## config.mk

```make
export PLATFORM = sky130hd
export DESIGN_NAME = sprite_ram_arbiter
export DESIGN_NICKNAME = d
export VERILOG_FILES = /design/src/rtl/sprite_ram_arbiter.sv
export SDC_FILE = /design/constraint.sdc
export NUM_CORES = 1
export LEC_CHECK = 0
export CAP_MARGIN = 20
export CORE_UTILIZATION = 30
export CTS_BUF_LIST = sky130_fd_sc_hd__clkbuf_16
export DETAILED_ROUTE_END_ITERATION = 7
export PLACE_DENSITY_LB_ADDON = 0.08
export SLEW_MARGIN = 5
export SYNTH_ARGS = -nofsm -noshare
export SYNTH_HDL_FRONTEND = slang
export SYNTH_SLANG_ARGS = --single-unit
```

## constraint.sdc

```tcl
create_clock -name clk -period 1.7 [get_ports clk]
set_input_delay 0.255 -clock clk [delete_from_list [all_inputs] [get_ports clk]]
set_output_delay 0.255 -clock clk [all_outputs]
set_load 0.01 [all_outputs]
```

## src/rtl/sprite_ram_arbiter.sv

```systemverilog
// Single-port sprite RAM arbiter: the sprite datapath always owns the port when it
// reads; CPU accesses are slotted into free cycles through a req/ack handshake.
module sprite_ram_arbiter #(
    parameter int ADDR_W      = 16,
    parameter int DATA_W      = 8,
    parameter int MAX_WAIT    = 64,
    parameter int LOCK_VBLANK = 0
) (
    input  logic              clk,
    input  logic              rst_n,
    input  logic              vblank,
    input  logic              spr_rd_en,
    input  logic [ADDR_W-1:0] spr_addr,
    output logic [DATA_W-1:0] spr_din,
    input  logic              cpu_req,
    input  logic              cpu_we,
    input  logic [ADDR_W-1:0] cpu_addr,
    input  logic [DATA_W-1:0] cpu_wdata,
    output logic              cpu_ack,
    output logic [DATA_W-1:0] cpu_rdata,
    output logic              cpu_rvalid,
    output logic              cpu_starved,
    output logic              ram_en,
    output logic              ram_we,
    output logic [ADDR_W-1:0] ram_addr,
    output logic [DATA_W-1:0] ram_wdata,
    input  logic [DATA_W-1:0] ram_dout
);

    localparam int WAIT_W = $clog2(MAX_WAIT + 1);
    localparam logic [WAIT_W-1:0] WAIT_MAX = WAIT_W'(MAX_WAIT);

    typedef enum logic [1:0] {
        IDLE    = 2'd0,
        CPU_RD  = 2'd1,
        CPU_GAP = 2'd2
    } state_t;

    state_t              state_q, state_d;
    logic                spr_tag_q;
    logic [WAIT_W-1:0]   wait_q, wait_d;
    logic [DATA_W-1:0]   cpu_rdata_q;
    logic                cpu_grant;
    logic                vblank_block;
    logic                rd_return;

    assign vblank_block = (LOCK_VBLANK != 0) && vblank;
    assign cpu_grant    = rst_n && (state_q == IDLE) && cpu_req && !spr_rd_en && !vblank_block;
    assign cpu_ack      = cpu_grant;

    // The CPU read data is on ram_dout during CPU_RD; present it immediately and
    // keep a registered copy so the value holds until the next read completes.
    assign rd_return    = rst_n && (state_q == CPU_RD);
    assign cpu_rvalid   = rd_return;
    assign cpu_rdata    = rd_return ? ram_dout : cpu_rdata_q;

    assign spr_din      = spr_tag_q ? ram_dout : '0;
    assign cpu_starved  = (wait_q == WAIT_MAX);

    always_comb begin
        ram_en    = 1'b0;
        ram_we    = 1'b0;
        ram_addr  = '0;
        ram_wdata = '0;
        if (rst_n && spr_rd_en) begin
            ram_en   = 1'b1;
            ram_addr = spr_addr;
        end else if (cpu_grant) begin
            ram_en    = 1'b1;
            ram_we    = cpu_we;
            ram_addr  = cpu_addr;
            ram_wdata = cpu_wdata;
        end
    end

    always_comb begin
        state_d = state_q;
        wait_d  = wait_q;
        case (state_q)
            IDLE: begin
                if (cpu_grant) begin
                    state_d = cpu_we ? CPU_GAP : CPU_RD;
                end
            end
            CPU_RD:  state_d = IDLE;
            CPU_GAP: state_d = IDLE;
            default: state_d = IDLE;
        endcase
        // Starvation counter only observes the CPU side; it never blocks the sprite.
        if (cpu_grant || !cpu_req) begin
            wait_d = '0;
        end else if (wait_q != WAIT_MAX) begin
            wait_d = wait_q + 1'b1;
        end
    end

    always_ff @(posedge clk) begin
        if (!rst_n) begin
            state_q     <= IDLE;
            spr_tag_q   <= 1'b0;
            wait_q      <= '0;
            cpu_rdata_q <= '0;
        end else begin
            state_q   <= state_d;
            spr_tag_q <= spr_rd_en;
            wait_q    <= wait_d;
            if (rd_return) begin
                cpu_rdata_q <= ram_dout;
            end
        end
    end

endmodule

```

==> results of run 1 <==
-- through the flow --
step	total power (W)	std cells	setup TNS (ns)	worst slack (ns)	hold slack (ns)
floorplan	0.000532	113	0	0.242	0.327
global placement	0.000756	263	-16.82	-0.494	0.561
detailed placement	0.000762	263	-17.36	-0.520	0.568
CTS	0.00121	280	-0.920	-0.0738	0.577
global route	0.00126	280	-3.91	-0.225	0.552
finish	0.00121	280	-1.64	-0.138	0.524
-- flip-flops by register name (all words and copies together), names as in the netlist --
signal and flops:
state_q 2, cpu_rdata_q 8, wait_q 7, spr_tag_q 1
-- tightest hold or removal path, stage by stage --
cell	delay (ns)
clkbuf_2	0.11
o311ai_0	0.16
buf_4	0.16
a21oi_1	0.04
-- final cells by class --
class,instances,area (sq um),share of cell area (%)
clock buffer,3,75.1,3.37
inverter,3,11.3,0.506
multi-input combinational,86,651,29.2
sequential,18,363,16.3
tap,44,55.1,2.47
timing repair buffer,126,1070,48.1
-- cell families (layout without fill, tap and decap cells) --
kind of cell / Yosys count / count (layout) / share of synthesized area [%]
multiplexers: 8 / 8 / 8.83
AND/OR/NAND/NOR: 48 / 48 / 28.0
flip-flops: 18 / 18 / 35.3
adder cells (fa/ha/maj): 2 / 2 / 2.45
AO/OA/AOI/OAI: 25 / 25 / 19.0
buffers and inverters: 9 / 132 / 3.80
XOR/XNOR: 3 / 3 / 2.58
-- where the power goes --
part,internal [W],switching (W)
clock network,0.000308,0.000138
registers,0.000429,0.00000614
logic,0.000215,0.000109
-- synthesized netlist by cell type (all sizes together) --
cell type  instances  area share (%)
o21bai             1            0.74
ha                 2             2.5
a22o              16              14
xor2               2             1.7
and2              27              17
inv                3             1.1
a21oi              3             1.5
buf                4             2.0
nand2              3             1.1
nand2b             1            0.61
nor3               2            0.98
or4b               1             1.3
mux2               8             8.8
nor2               4             1.5
nand3b             1            0.74
clkbuf             2            0.74
dfxtp             18              35
or3                3             1.8
o21ai              3             1.5
o311ai             1            0.86
nor2b              1            0.61
nand3              3             1.5
or2                1            0.61
nor4               1            0.61
o21a               1            0.74
xnor2              1            0.86
-- routing by layer --
layer / vias up / routed length (um)
li1: 644 / -
met1: 596 / 1380
met2: 56 / 2080
met3: 2 / 277
met4: 0 / 33
met5: - / 0
-- repair_timing --
| action | in CTS | in global routing |
|---|---|---|
| gates cloned | 2 | 0 |
| setup endpoints to repair | 37 | 29 |
| pin swaps | 17 | 1 |
| gates resized for setup | 168 | 9 |
| buffers inserted | 12 | 0 |
-- final timing paths --
kind	to	cells after the start	startpoint
setup reg to reg	wait_q[5]	4	wait_q[3]
setup / recovery	ram_addr[2]	6	state_q[1]
hold reg to reg	cpu_rdata_q[7]	2	cpu_rdata_q[7]
hold / removal	wait_q[6]	4	cpu_req
==> results.toml, run 1 <==
[finish]
fillers = 251
area_growth_pct = 118
mostFrequentLayoutCell = "clkdlybuf4s50_1"
final_cell_mix = "57 x clkdlybuf4s50_1, 30 x buf_2, 24 x and2_1"
fin_nets = 294
n_antenna_cell = 0
fin_util_pct = 71.1
layout-drive-gt1-share_pct = 36.9
fin_area_sq_um = 2220

[outcome]
outcome = "complete, but fails checks"
violations = "negative setup slack"

[clock_network]
cts_tree = "built"
clock_sinks = 18
clock_latency_ns = 0.24
cts_root_buffer = "clkbuf_16"
ctsHoldBuffers = 0
cts-buffers-inserted = 3
clock_path_buffers = 2
cts.clk_slew.worst_paths_ns = 0.05
cts_max_level = 1

[floorplan]
chipWidth_um = 60.3
initial_core_util_pct = 32.6
rows = 20
dieArea_sq_um = 3640
dieHeight_um = 60.3
core-area_sq_um = 3130
io_pins = 99

[worst_setup_path]
critPathRequiredTime_ns = 1.44
critPathTopFamily = "buffers and inverters"
crit_chain = "nor4_4 > buf_4 > buf_6 > buf_6 > a22o_1 > buf_2"
crit_top_cell = "buf_6"
critical_path.slowest_cell = "nor4_4"
crit_buf_inv = 4
critPathKind = "flip-flop to output port"
end_kind = "output port"
cp.arrival_ns = 1.58
cp_max_fo = 3
slowest_delay_ns = 0.36
r2r_setup_slack_ns = 0.16
cp-start-kind = "flip-flop"

[grt]
grt_max_degree = 10
grt.total_usage_pct = 21.6
grt_use_met2_pct = 41.1
use_met1_pct = 23.3
grt_pass1_wl_um = 5830
grt.overflow.total = 0
antenna_found_initial = 0
grt_use_met3_pct = 5.41
grt_pass1_vias = 1327
top_usage_layer = "met2"

[routing]
ant_nets = 0
dr.pass1.iters = 4
viasPerCell = 4.64
wire_per_inst_um = 13.4
drc = 0
drt_iter0_drc = 9
routed_wl_um = 3760
vias = 1298

[synthesis]
ys_warn_count = 0
synth.distinct_cells = 26
syn-num-nets = 169
synth-seq-cells = 18
syn_inst = 113
synth.avg_cell_area_sq_um = 9.02
syn_area_sq_um = 1020
ys_seq_area_share_pct = 35.3

[timing]
final-hold-violation-count = 0
fin_crit_sh_pct = 108
slew_violations = 0
finClkSkew_ns = 0.00139
tightest_slew_ns = 0.535
grt_setup_unrepaired = "true"
setup_viol = 23
relSlewSlack_pct = 63.9
period_minus_slack_ns = 1.84
fin_ws_ns = -0.138
fmax_mhz = 544

[placement]
port_buffers = 97
dp_hpwl_um = 2760
dpl_cell_area_sq_um = 2140
gp_congestion = 0.681

[worst_hold_path]
hp-class = "input pin to flip-flop"

[power_and_ir_drop]
p_leak_nw = 1.05
peakVddDrop_mv = 0.350
power_density_nw_per_um2 = 542

[flow_run]
drv_cap = 0
(Power assumes the default switching activity.)
==> run 2: changes to the inputs <==
Settings changed: CTS_CLUSTER_SIZE set to 8.
==> results of run 2 <==
Final layout, timing and power as in run 1 (identical DEF).
==> run 3: changes to the inputs <==
Settings changed: CTS_CLUSTER_SIZE 8 to 20.
==> results of run 3 <==
Final layout, timing and power as in run 1 (identical DEF).
==> variant, RTL diff (config.mk and constraints of run 2) <==
Encoding of `state_t`: now one-hot (3 bits for 3 states).
--- a/src/rtl/sprite_ram_arbiter.sv
+++ b/src/rtl/sprite_ram_arbiter.sv
@@ -31,8 +31,8 @@
     localparam logic [WAIT_W-1:0] WAIT_MAX = WAIT_W'(MAX_WAIT);
 
-    typedef enum logic [1:0] {
-        IDLE    = 2'd0,
-        CPU_RD  = 2'd1,
-        CPU_GAP = 2'd2
+    typedef enum logic [2:0] {
+        IDLE    = 3'b001,
+        CPU_RD  = 3'b010,
+        CPU_GAP = 3'b100
     } state_t;
 
Formal check against the unedited RTL: no difference found for any inputs over 10 cycles, from zero or initial values and one cycle with rst_n low; not proved beyond that.
==> variant against run 2 <==
  * The run still ends with setup timing left
  * Routed wire length rose by 1.1%
  * Worst setup slack improved by 0.034 ns
  * Area after synthesis rose by 12%
  * Final area rose by 9.9%
  * Clock power rose by 8.9%
  * Sequential power rose by 4.8%
  * Power rose by 5.9%
  * Sequential cell count rose by 1
  * Critical path depth did not move
  * Hold slack got worse by 0.0073 ns
==> variant: results (changes against run 2) <==
Outcome:
- Result of the run: finished with violations (unchanged).
- Violations in the final reports: setup timing (unchanged).

Setup path:
- The depth of the worst register-to-register path came to 5 (was 4).
- The startpoint of the most critical register-to-register path is state_q[1]$_SDFFE_PN0P_ (was wait_q[3]$_SDFFE_PP0N_).
- The critical path data arrival time came to 1.55 ns (was 1.58 ns).

Min path:
- The terminating pin of the worst hold path is wait_q[1]$_SDFFE_PP0N_ (was wait_q[6]$_SDFFE_PP0N_).
- The number of cells traversed by the worst hold path is 2 (was 4).

Yosys:
- The net count of the mapped netlist came to 170 (was 169).
- The number of unique standard cell types used by synthesis is 33 (was 26).
- The part of the Yosys area used for sequential elements is 33.3% (was 35.3%).
- Cells taking the most area after synthesis: dfxtp_1 33%, and2_1 15%, a22o_1 12% (was dfxtp_1 35%, and2_1 17%, a22o_1 14%).

Timing:
- The number of setup violations in the final report is 33 (was 23).
- The transition at the pin with the smallest max-transition slack came to 0.437 ns (was 0.535 ns).
- The worst setup margin came to -0.104 ns (was -0.138 ns).

GRT:
- The maximum number of pins on one net before global-route repair was 12 (was 10).
- The wire length of the first global-routing pass is 5.98 mm (was 5.83 mm).
- The number of global-route vias before repair came to 1410 (was 1327).

Placement:
- The post-placement worst setup slack is -0.593 ns (was -0.520 ns).
- The global placer's final weighted congestion came to 0.769 (was 0.681).
- The number of placed instances with taps included is 268 (was 263).
- The post-detailed-placement half-perimeter wirelength came to 2.91 mm (was 2.76 mm).
- The standard cell area after detailed placement is 2240 µm² (was 2140 µm²).

Detailed routing:
- The routed via count divided by cell count is 4.77 (was 4.64).
- The count of routing violations after the opening detailed-route iteration is 52 (was 9).

Pwr:
- The worst IR drop on VDD is 0.375 mV (was 0.350 mV).
## variant: report_power, final
part	total, mW	switching, mW	internal [mW]
combinational	0.334	0.113	0.220
sequential	0.457	0.00515	0.452
clock	0.487	0.171	0.315
## variant: logic make-up after synthesis
kind of cell,share of synthesized area [%]
AO/OA/AOI/OAI,16.0
XOR/XNOR,2.30
adder cells (fa/ha/maj),2.19
buffers and inverters,6.25
flip-flops,33.3
multiplexers,10.5
AND/OR/NAND/NOR,29.4
## variant: critical path, delay by kind of cell (launching register included)
family	cells	cell delay, ns
and+or+nand+nor	2	0.50
buffers and inverters	3	0.34
DFF	1	0.33
AOI/OAI and AO/OA	1	0.13
## variant: area by class of cell
class | instances | area (µm²) | area share, %
clock buffers | 3 | 75.1 | 3.07
clock inverters | 1 | 5.00 | 0.205
inverters | 3 | 16.3 | 0.665
multi-input cells | 86 | 731 | 29.9
flip-flops and latches | 19 | 385 | 15.8
well taps | 48 | 60.1 | 2.46
repair buffers | 123 | 1150 | 46.9
repair inverters | 2 | 25.0 | 1.02
## variant: layer usage
metal / track usage (%) / vias to the layer above
met1: 19.0 / 647
li1: - / 651
met3: 4.89 / 5
met4: 8.24 / 0
met5: 0 / -
met2: 35.4 / 56
## variant: repair_timing
| action | in CTS | in global routing |
|---|---|---|
| pin swaps | 23 | 10 |
| endpoints found under the hold margin | 0 | 0 |
| setup buffers | 10 | 1 |
| hold buffers | 0 | 0 |
| gates resized for setup | 176 | 18 |
| endpoints found under the setup margin | 37 | 43 |
| gates cloned | 2 | 0 |
